## src/rtl/dmem_dump_pkg.sv

```systemverilog
// ---------------------------------------------------------------------------
// dmem_dump_pkg
// Shared types and constants for the data-memory dump controller.
//   dump_state_e : controller states (IDLE, HOLD, WALK, FLUSH, DONE)
//   WORD_SHIFT   : word index -> byte address shift (8-byte words)
// ---------------------------------------------------------------------------
package dmem_dump_pkg;

    typedef enum logic [2:0] {
        IDLE,
        HOLD,
        WALK,
        FLUSH,
        DONE
    } dump_state_e;

    localparam int WORD_SHIFT = 3;

endpackage : dmem_dump_pkg

```

## src/rtl/dump_out_reg.sv

```systemverilog
// ---------------------------------------------------------------------------
// dump_out_reg
// Valid/ready output register for the dump beat stream.
// Ports:
//   clk, rst_n        : clock, asynchronous active-low reset
//   i_load            : capture i_addr/i_data and raise o_valid
//   i_clear           : drop o_valid (beat consumed, nothing new to show)
//   i_addr, i_data    : beat to capture
//   o_valid, o_addr,
//   o_data            : registered beat presented to the consumer
// Load has priority over clear. With neither asserted everything holds,
// which keeps a stalled beat stable.
// ---------------------------------------------------------------------------
module dump_out_reg #(
    parameter int W = 64
) (
    input  logic         clk,
    input  logic         rst_n,
    input  logic         i_load,
    input  logic         i_clear,
    input  logic [W-1:0] i_addr,
    input  logic [W-1:0] i_data,
    output logic         o_valid,
    output logic [W-1:0] o_addr,
    output logic [W-1:0] o_data
);

    logic         valid_q, valid_d;
    logic [W-1:0] addr_q,  addr_d;
    logic [W-1:0] data_q,  data_d;

    always_comb begin
        // NOTE: every signal gets its hold value first so no path leaves it
        // unassigned; that is what keeps this block from inferring latches.
        valid_d = valid_q;
        addr_d  = addr_q;
        data_d  = data_q;
        if (i_load) begin
            valid_d = 1'b1;
            addr_d  = i_addr;
            data_d  = i_data;
        end else if (i_clear) begin
            valid_d = 1'b0;
        end
    end

    // NOTE: non-blocking assignments in clocked blocks so every flop samples
    // the pre-edge value, independent of process evaluation order.
    always_ff @(posedge clk or negedge rst_n) begin
        if (!rst_n) begin
            valid_q <= 1'b0;
            addr_q  <= '0;
            data_q  <= '0;
        end else begin
            valid_q <= valid_d;
            addr_q  <= addr_d;
            data_q  <= data_d;
        end
    end

    assign o_valid = valid_q;
    assign o_addr  = addr_q;
    assign o_data  = data_q;

endmodule : dump_out_reg

```

## src/rtl/dmem_dump_ctrl.sv

```systemverilog
// ---------------------------------------------------------------------------
// dmem_dump_ctrl
// Owns the single data-memory port. In IDLE the CPU MEM stage drives it;
// on a dump request the pipeline is stalled and an internal engine walks
// every word, streaming {byte address, data} over valid/ready, then the CPU
// is released with a one-cycle done pulse.
//
// Ports:
//   i_mclk, i_reset_n        : clock, asynchronous active-low reset
//   i_dump_req               : dump request, sampled in IDLE only
//   i_cpu_memread/_memwrite,
//   i_cpu_addr/_wdata        : CPU MEM-stage access
//   o_cpu_rdata              : load data to CPU (0 while the engine owns port)
//   o_cpu_stall              : freeze the pipeline during HOLD/WALK/FLUSH
//   o_mem_addr/_wdata/_we/_re,
//   i_mem_rdata              : data memory port (combinational read)
//   o_dump_valid/_addr/_data,
//   i_dump_ready             : dump beat stream
//   o_dump_busy              : any state other than IDLE
//   o_dump_done              : one-cycle completion pulse
//   o_dump_count             : beats emitted by the last dump
//
// Build option:
//   DMEM_DUMP_SKIP_ZERO_EN   : when defined, all-zero words are not emitted.
// ---------------------------------------------------------------------------
module dmem_dump_ctrl
    import dmem_dump_pkg::*;
#(
    parameter int N     = 64,
    parameter int DEPTH = 32,
    parameter int AW    = $clog2(DEPTH)
) (
    input  logic          i_mclk,
    input  logic          i_reset_n,
    input  logic          i_dump_req,
    input  logic          i_cpu_memread,
    input  logic          i_cpu_memwrite,
    input  logic [N-1:0]  i_cpu_addr,
    input  logic [N-1:0]  i_cpu_wdata,
    output logic [N-1:0]  o_cpu_rdata,
    output logic          o_cpu_stall,
    output logic [N-1:0]  o_mem_addr,
    output logic [N-1:0]  o_mem_wdata,
    output logic          o_mem_we,
    output logic          o_mem_re,
    input  logic [N-1:0]  i_mem_rdata,
    output logic          o_dump_valid,
    input  logic          i_dump_ready,
    output logic [N-1:0]  o_dump_addr,
    output logic [N-1:0]  o_dump_data,
    output logic          o_dump_busy,
    output logic          o_dump_done,
    output logic [AW:0]   o_dump_count
);

    dump_state_e   state_q, state_d;
    logic [AW-1:0] index_q, index_d;
    logic [AW:0]   count_q, count_d;

    logic          out_load;
    logic          out_clear;
    logic          skip_word;
    logic          last_word;
    logic          cpu_owns_port;
    logic [N-1:0]  index_byte_addr;

    assign index_byte_addr = N'(index_q) << WORD_SHIFT;
    assign last_word       = (index_q == AW'(DEPTH - 1));
    assign cpu_owns_port   = (state_q == IDLE);

`ifdef DMEM_DUMP_SKIP_ZERO_EN
    assign skip_word = (i_mem_rdata == '0);
`else
    assign skip_word = 1'b0;
`endif

    // -----------------------------------------------------------------------
    // Next-state, index and count
    // -----------------------------------------------------------------------
    always_comb begin
        state_d   = state_q;
        index_d   = index_q;
        count_d   = count_q;
        out_load  = 1'b0;
        out_clear = 1'b0;

        unique case (state_q)
            IDLE: begin
                if (i_dump_req) begin
                    state_d = HOLD;
                end
            end

            HOLD: begin
                index_d = '0;
                count_d = '0;
                state_d = WALK;
            end

            WALK: begin
                if (skip_word) begin
                    // A skipped word never touches the output register, so it
                    // advances even while a beat is stalled; a pending beat
                    // accepted this cycle simply leaves the register empty.
                    index_d   = index_q + AW'(1);
                    out_clear = o_dump_valid && i_dump_ready;
                    if (last_word) begin
                        state_d = (o_dump_valid && !i_dump_ready) ? FLUSH : DONE;
                    end
                end else if (!o_dump_valid || i_dump_ready) begin
                    out_load = 1'b1;
                    index_d  = index_q + AW'(1);
                    count_d  = count_q + (AW+1)'(1);
                    if (last_word) begin
                        state_d = FLUSH;
                    end
                end
            end

            FLUSH: begin
                // The register is always full on entry; the !valid term only
                // guarantees FLUSH can never wedge.
                if (!o_dump_valid || i_dump_ready) begin
                    out_clear = 1'b1;
                    state_d   = DONE;
                end
            end

            DONE: begin
                state_d = IDLE;
            end

            default: begin
                state_d = IDLE;
            end
        endcase
    end

    always_ff @(posedge i_mclk or negedge i_reset_n) begin
        if (!i_reset_n) begin
            state_q <= IDLE;
            index_q <= '0;
            count_q <= '0;
        end else begin
            state_q <= state_d;
            index_q <= index_d;
            count_q <= count_d;
        end
    end

    // -----------------------------------------------------------------------
    // Memory port arbitration
    // -----------------------------------------------------------------------
    always_comb begin
        if (cpu_owns_port) begin
            o_mem_addr  = i_cpu_addr;
            o_mem_wdata = i_cpu_wdata;
            o_mem_we    = i_cpu_memwrite;
            o_mem_re    = i_cpu_memread;
            o_cpu_rdata = i_mem_rdata;
        end else begin
            o_mem_addr  = index_byte_addr;
            o_mem_wdata = '0;
            o_mem_we    = 1'b0;
            o_mem_re    = (state_q == WALK);
            o_cpu_rdata = '0;
        end
    end

    // -----------------------------------------------------------------------
    // Beat output register
    // -----------------------------------------------------------------------
    dump_out_reg #(
        .W (N)
    ) u_out_reg (
        .clk     (i_mclk),
        .rst_n   (i_reset_n),
        .i_load  (out_load),
        .i_clear (out_clear),
        .i_addr  (index_byte_addr),
        .i_data  (i_mem_rdata),
        .o_valid (o_dump_valid),
        .o_addr  (o_dump_addr),
        .o_data  (o_dump_data)
    );

    // DONE releases the pipeline one cycle before the port returns to it.
    assign o_cpu_stall  = (state_q == HOLD) || (state_q == WALK) || (state_q == FLUSH);
    assign o_dump_busy  = (state_q != IDLE);
    assign o_dump_done  = (state_q == DONE);
    assign o_dump_count = count_q;

endmodule : dmem_dump_ctrl

```

## config.mk

```make
export PLATFORM = sky130hd
export DESIGN_NAME = dmem_dump_ctrl
export DESIGN_NICKNAME = d
export VERILOG_FILES = /design/src/rtl/dmem_dump_pkg.sv /design/src/rtl/dump_out_reg.sv /design/src/rtl/dmem_dump_ctrl.sv
export SDC_FILE = /design/constraint.sdc
export NUM_CORES = 1
export LEC_CHECK = 0
export BUFFER_PORTS_ARGS = -buffer_cell sky130_fd_sc_hd__clkbuf_2
export CORE_AREA = 10 10 195 197
export CTS_CLUSTER_SIZE = 40
export DETAILED_ROUTE_END_ITERATION = 10
export DIE_AREA = 0 0 205 207
export PLACE_DENSITY = 0.58
export SETUP_SLACK_MARGIN = 0.1
export SLEW_MARGIN = 0
export SYNTH_ARGS = -nofsm -noshare
export SYNTH_HDL_FRONTEND = slang
export SYNTH_HIERARCHICAL = 1
export SYNTH_SLANG_ARGS = --single-unit
```

## constraint.sdc

```tcl
create_clock -name i_mclk -period 1.73 [get_ports i_mclk]
set_input_delay 0 -clock i_mclk [delete_from_list [all_inputs] [get_ports i_mclk]]
set_output_delay 0 -clock i_mclk [all_outputs]
set_load 0.02 [all_outputs]
```

==> run summary <==
OUTCOME
---------------------------------------------------------------------------------
Run status                                                           finished with violations
Violated checks                                                      setup timing

CRITICAL PATH
---------------------------------------------------------------------------------
Worst Reg2Reg Path Length in Cells                                              6
Critical path type                                                        reg2out
Crit path DAT                                                             1.98 ns
Worst Setup End Kind                                                  output port
Worst endpoint required time                                              1.73 ns
Maximum net fanout on the critical path                                         8
Crit start category                                                     flip-flop

YOSYS
---------------------------------------------------------------------------------
Post-Syn Area                                                            6919 um2
Synth cell types                                                               32
Multiplexer share of the synthesized area                                  0.2156
Post-Synth Adder-Cell Area                                               0.005425
Average cell area after synthesis                                       12.08 um2
Number of flops mapped to enable cells by yosys                                 0
Area share of and/or/nand/nor cells after synthesis                        0.2054
Flip-flop cell with the highest count after synthesis                sky130_fd_sc_hd__dfrtp_1
Number of synthesis warnings                                                    6
Synth Area in XOR/XNOR                                                          0
Compound-gate portion of the synthesized area                             0.01664
Seq/Total Area, Yosys                                                      0.5172
Number of register bits inferred by synthesis                                 143
FFs w/ async S/R, synth                                                     1.000
Combinational family with the most area after synthesis              multiplexers
Number of standard cells after synthesis                                      573

TIMING
---------------------------------------------------------------------------------
Final critical-path share of the clock period                               1.143
Actual transition at the worst max-transition pin                       0.5214 ns
Slew Limit Fails                                                                0
Setup repair after global routing missed its margin                           yes
Clock skew after layout                                                0.01320 ns
Worst Setup Slack, final                                               -0.2474 ns
Final number of hold-violating endpoints                                        0
Maximum clock frequency                                                 505.7 MHz
Relative slew slack                                                        0.6524
Final TNS setup                                                         -33.18 ns
Minimum clock period                                                     1.977 ns
Final count of negative-setup-slack endpoints                                 201

FLOORPLANNING
---------------------------------------------------------------------------------
Area of the die                                                         42440 um2
Die Y                                                                      207 um
Core area                                                               34120 um2
Total number of placement rows                                                 68
Count of pins on the block boundary                                           530
Initial Utilization                                                        0.2028
Die extent in x                                                            205 um

CLOCKING
---------------------------------------------------------------------------------
Clock latency on the worst-skew pair                                      0.44 ns
Register clock-pin slew on the reported worst setup and hold paths        0.06 ns
Longest Clk Path Bufs                                                           2
CTS tree                                                                      yes
Clock sink count                                                              143
Maximum level of the CTS H-tree                                                 4
Clock buffer count from CTS                                                    17
Cell at the root of the clock tree                                   sky130_fd_sc_hd__clkbuf_16

POWER AND IR DROP
---------------------------------------------------------------------------------
Cell area power density                                               2212 nW/um2
Power share of the clock group                                              0.119
Worst IR Drop VDD                                                     0.0009800 V
Sequential cell fraction of total power                                     0.192
Switching power share of the total                                         0.4265
Internal power summed over all cells                                     17900 uW
Sw Pwr                                                                   13320 uW
Combinational share of power                                                0.689
Static leakage                                                        0.007084 uW
Sum of internal, switching and leakage power                             31220 uW

FINISH
---------------------------------------------------------------------------------
Fraction of layout instances using a drive strength above 1                0.6852
Commonest non-fill, non-tap cell in the layout                       sky130_fd_sc_hd__clkbuf_2
Final nets                                                                   1469
Area added between synthesis and finish                                    104.0%
Number of inserted filler cells in the final layout                          3264
Fin cells                                                                    1738
Highest-count cells in the layout ignoring fill and taps             sky130_fd_sc_hd__clkbuf_2, sky130_fd_sc_hd__dfrtp_1, sky130_fd_sc_hd__mux2_2, sky130_fd_sc_hd__and2_4, sky130_fd_sc_hd__buf_8
Finished Core Util                                                         0.4137

RUN
---------------------------------------------------------------------------------
Max-capacitance violation count                                                 0

GLOBAL ROUTE
---------------------------------------------------------------------------------
Pin count of the biggest net entering global routing                           52
First-pass GRT wire length                                               53770 um
Total global routing overflow                                                   0
Global Route Usage Sum                                                     0.1729
Number of antenna violations at the first check in global routing               8
Via count of the first global-routing pass                                   7670

PLACEMENT
---------------------------------------------------------------------------------
PortBufs                                                                      529
Placer congestion estimate                                                 0.9637
Total placed cells including tap cells                                       1601
DP HPWL                                                                  29310 um

ROUTE
---------------------------------------------------------------------------------
Detail-routed via count per cell                                            4.090
Remaining antenna violation count                                               0
Drt first pass iters                                                            4
Detailed router's first-iteration violation count                             229
Post-detailed-routing wire length                                        39820 um
Routed WL per cell                                                       22.91 um
Post-route DRC violation count                                                  0
Via total after detailed routing                                             7109

HOLD PATH
---------------------------------------------------------------------------------
Worst min-delay path class                                               in2async

[flip-flops by register name (all words and copies together) (netlist names)]
| register | count |
|---|---|
| u_out_reg/o_data | 64 |
| u_out_reg/o_addr | 64 |
| o_dump_count | 6 |
| u_out_reg/o_valid | 1 |
| state_q | 3 |
| index_q | 5 |
[worst max-delay path, cell delays in order (launching register included)]
cell                        delay, ns
sky130_fd_sc_hd__dfrtp_1         0.39
sky130_fd_sc_hd__buf_6           0.13
sky130_fd_sc_hd__nor3_4          0.25
sky130_fd_sc_hd__buf_12          0.17
sky130_fd_sc_hd__buf_12          0.16
sky130_fd_sc_hd__clkbuf_16       0.17
sky130_fd_sc_hd__and2_4          0.16
sky130_fd_sc_hd__buf_8           0.11
[timing repair]
action,in CTS,in global routing
setup endpoints to repair,315,330
gates cloned,7,10
hold endpoints to repair,208,0
setup buffers,12,8
resized for setup,349,253
pin swaps,33,80
hold buffers,67,0
[metal layers]
layer	global-route usage	vias to the layer above	routed length [um]
met2	0.3310	324	21860
li1	-	3239	-
met1	0.1477	3477	12630
met5	0	-	50
met3	0.07413	61	3587
met4	0.08390	8	1688
[metrics by stage]
step	cell area, um2	hold WS, ns	worst slack, ns
6_report	14120	0.09709	-0.2474
5_1_grt	14110	0.1193	-0.3476
4_1_cts	13430	0.08378	-0.2811
3_5_place_dp	10440	0.00001860	0.06202
3_3_place_gp	10440	-0.007465	0.05340
2_1_floorplan	7149	-0.2956	0.1198
[area by class of cell]
cell class	count	area [um2]	share of cell area
diodes	3	7.507	0.0005318
inverters	3	23.77	0.001684
repair buffers	657	5739	0.4066
clock inverters	12	135.1	0.009573
multi-input cells	446	3610	0.2557
well taps	455	569.3	0.04033
flip-flops and latches	143	3578	0.2535
clock buffers	19	452.9	0.03209
[cells by family after synthesis]
group	count (synthesis)
AND/OR/NAND/NOR	236
other	1
multiplexers	133
buffers and inverters	42
flip-flops	143
AO/OA/AOI/OAI	15
adder cells (fa/ha/maj)	3
[power by group through the flow]
| stage | registers, uW | logic (uW) | clock network (uW) |
|---|---|---|---|
| after floorplan | 7930 | 7480 | 0 |
| after global placement | 5970 | 15300 | 0 |
| after detailed placement | 6050 | 15400 | 0 |
| after CTS | 6020 | 19300 | 3830 |
| after global routing | 6240 | 22500 | 3950 |
| final | 6010 | 21500 | 3710 |
[final timing paths]
kind / to / startpoint / slack, ns
worst min register to register: o_dump_count[5]$_DFFE_PN0P_ / o_dump_count[5]$_DFFE_PN0P_ / 0.47
worst max-delay path: o_cpu_rdata[47] / state_q[2]$_DFFE_PN0P_ / -0.25
worst min-delay path: u_out_reg/o_data[20]$_DFFE_PN0P_ / i_reset_n / 0.1
worst max register to register: u_out_reg/o_data[3]$_DFFE_PN0P_ / state_q[2]$_DFFE_PN0P_ / -0.01
min in group i_mclk: o_mem_addr[25] / i_cpu_addr[25] / 0.30
max in group asynchronous: u_out_reg/o_data[48]$_DFFE_PN0P_ / i_reset_n / 1.02
[synthesized netlist by cell type, drive strengths merged (2+ instances only)]
cell / instances / area [um2]
o21ai: 2 / 10.01
inv: 2 / 7.510
a22o: 6 / 52.55
a31oi: 2 / 12.51
nor2b: 2 / 12.51
mux2: 128 / 1441
and3b: 2 / 17.52
nand3: 4 / 20.02
dfrtp: 143 / 3578
nand4: 3 / 18.77
nand2: 24 / 90.09
ha: 3 / 37.54
and2: 192 / 1201
buf: 19 / 185.2
clkbuf: 20 / 75.07
nor3: 2 / 21.27
nor2: 3 / 11.26
mux2i: 5 / 50.05
No activity file was read; power rests on OpenSTA's default activity.
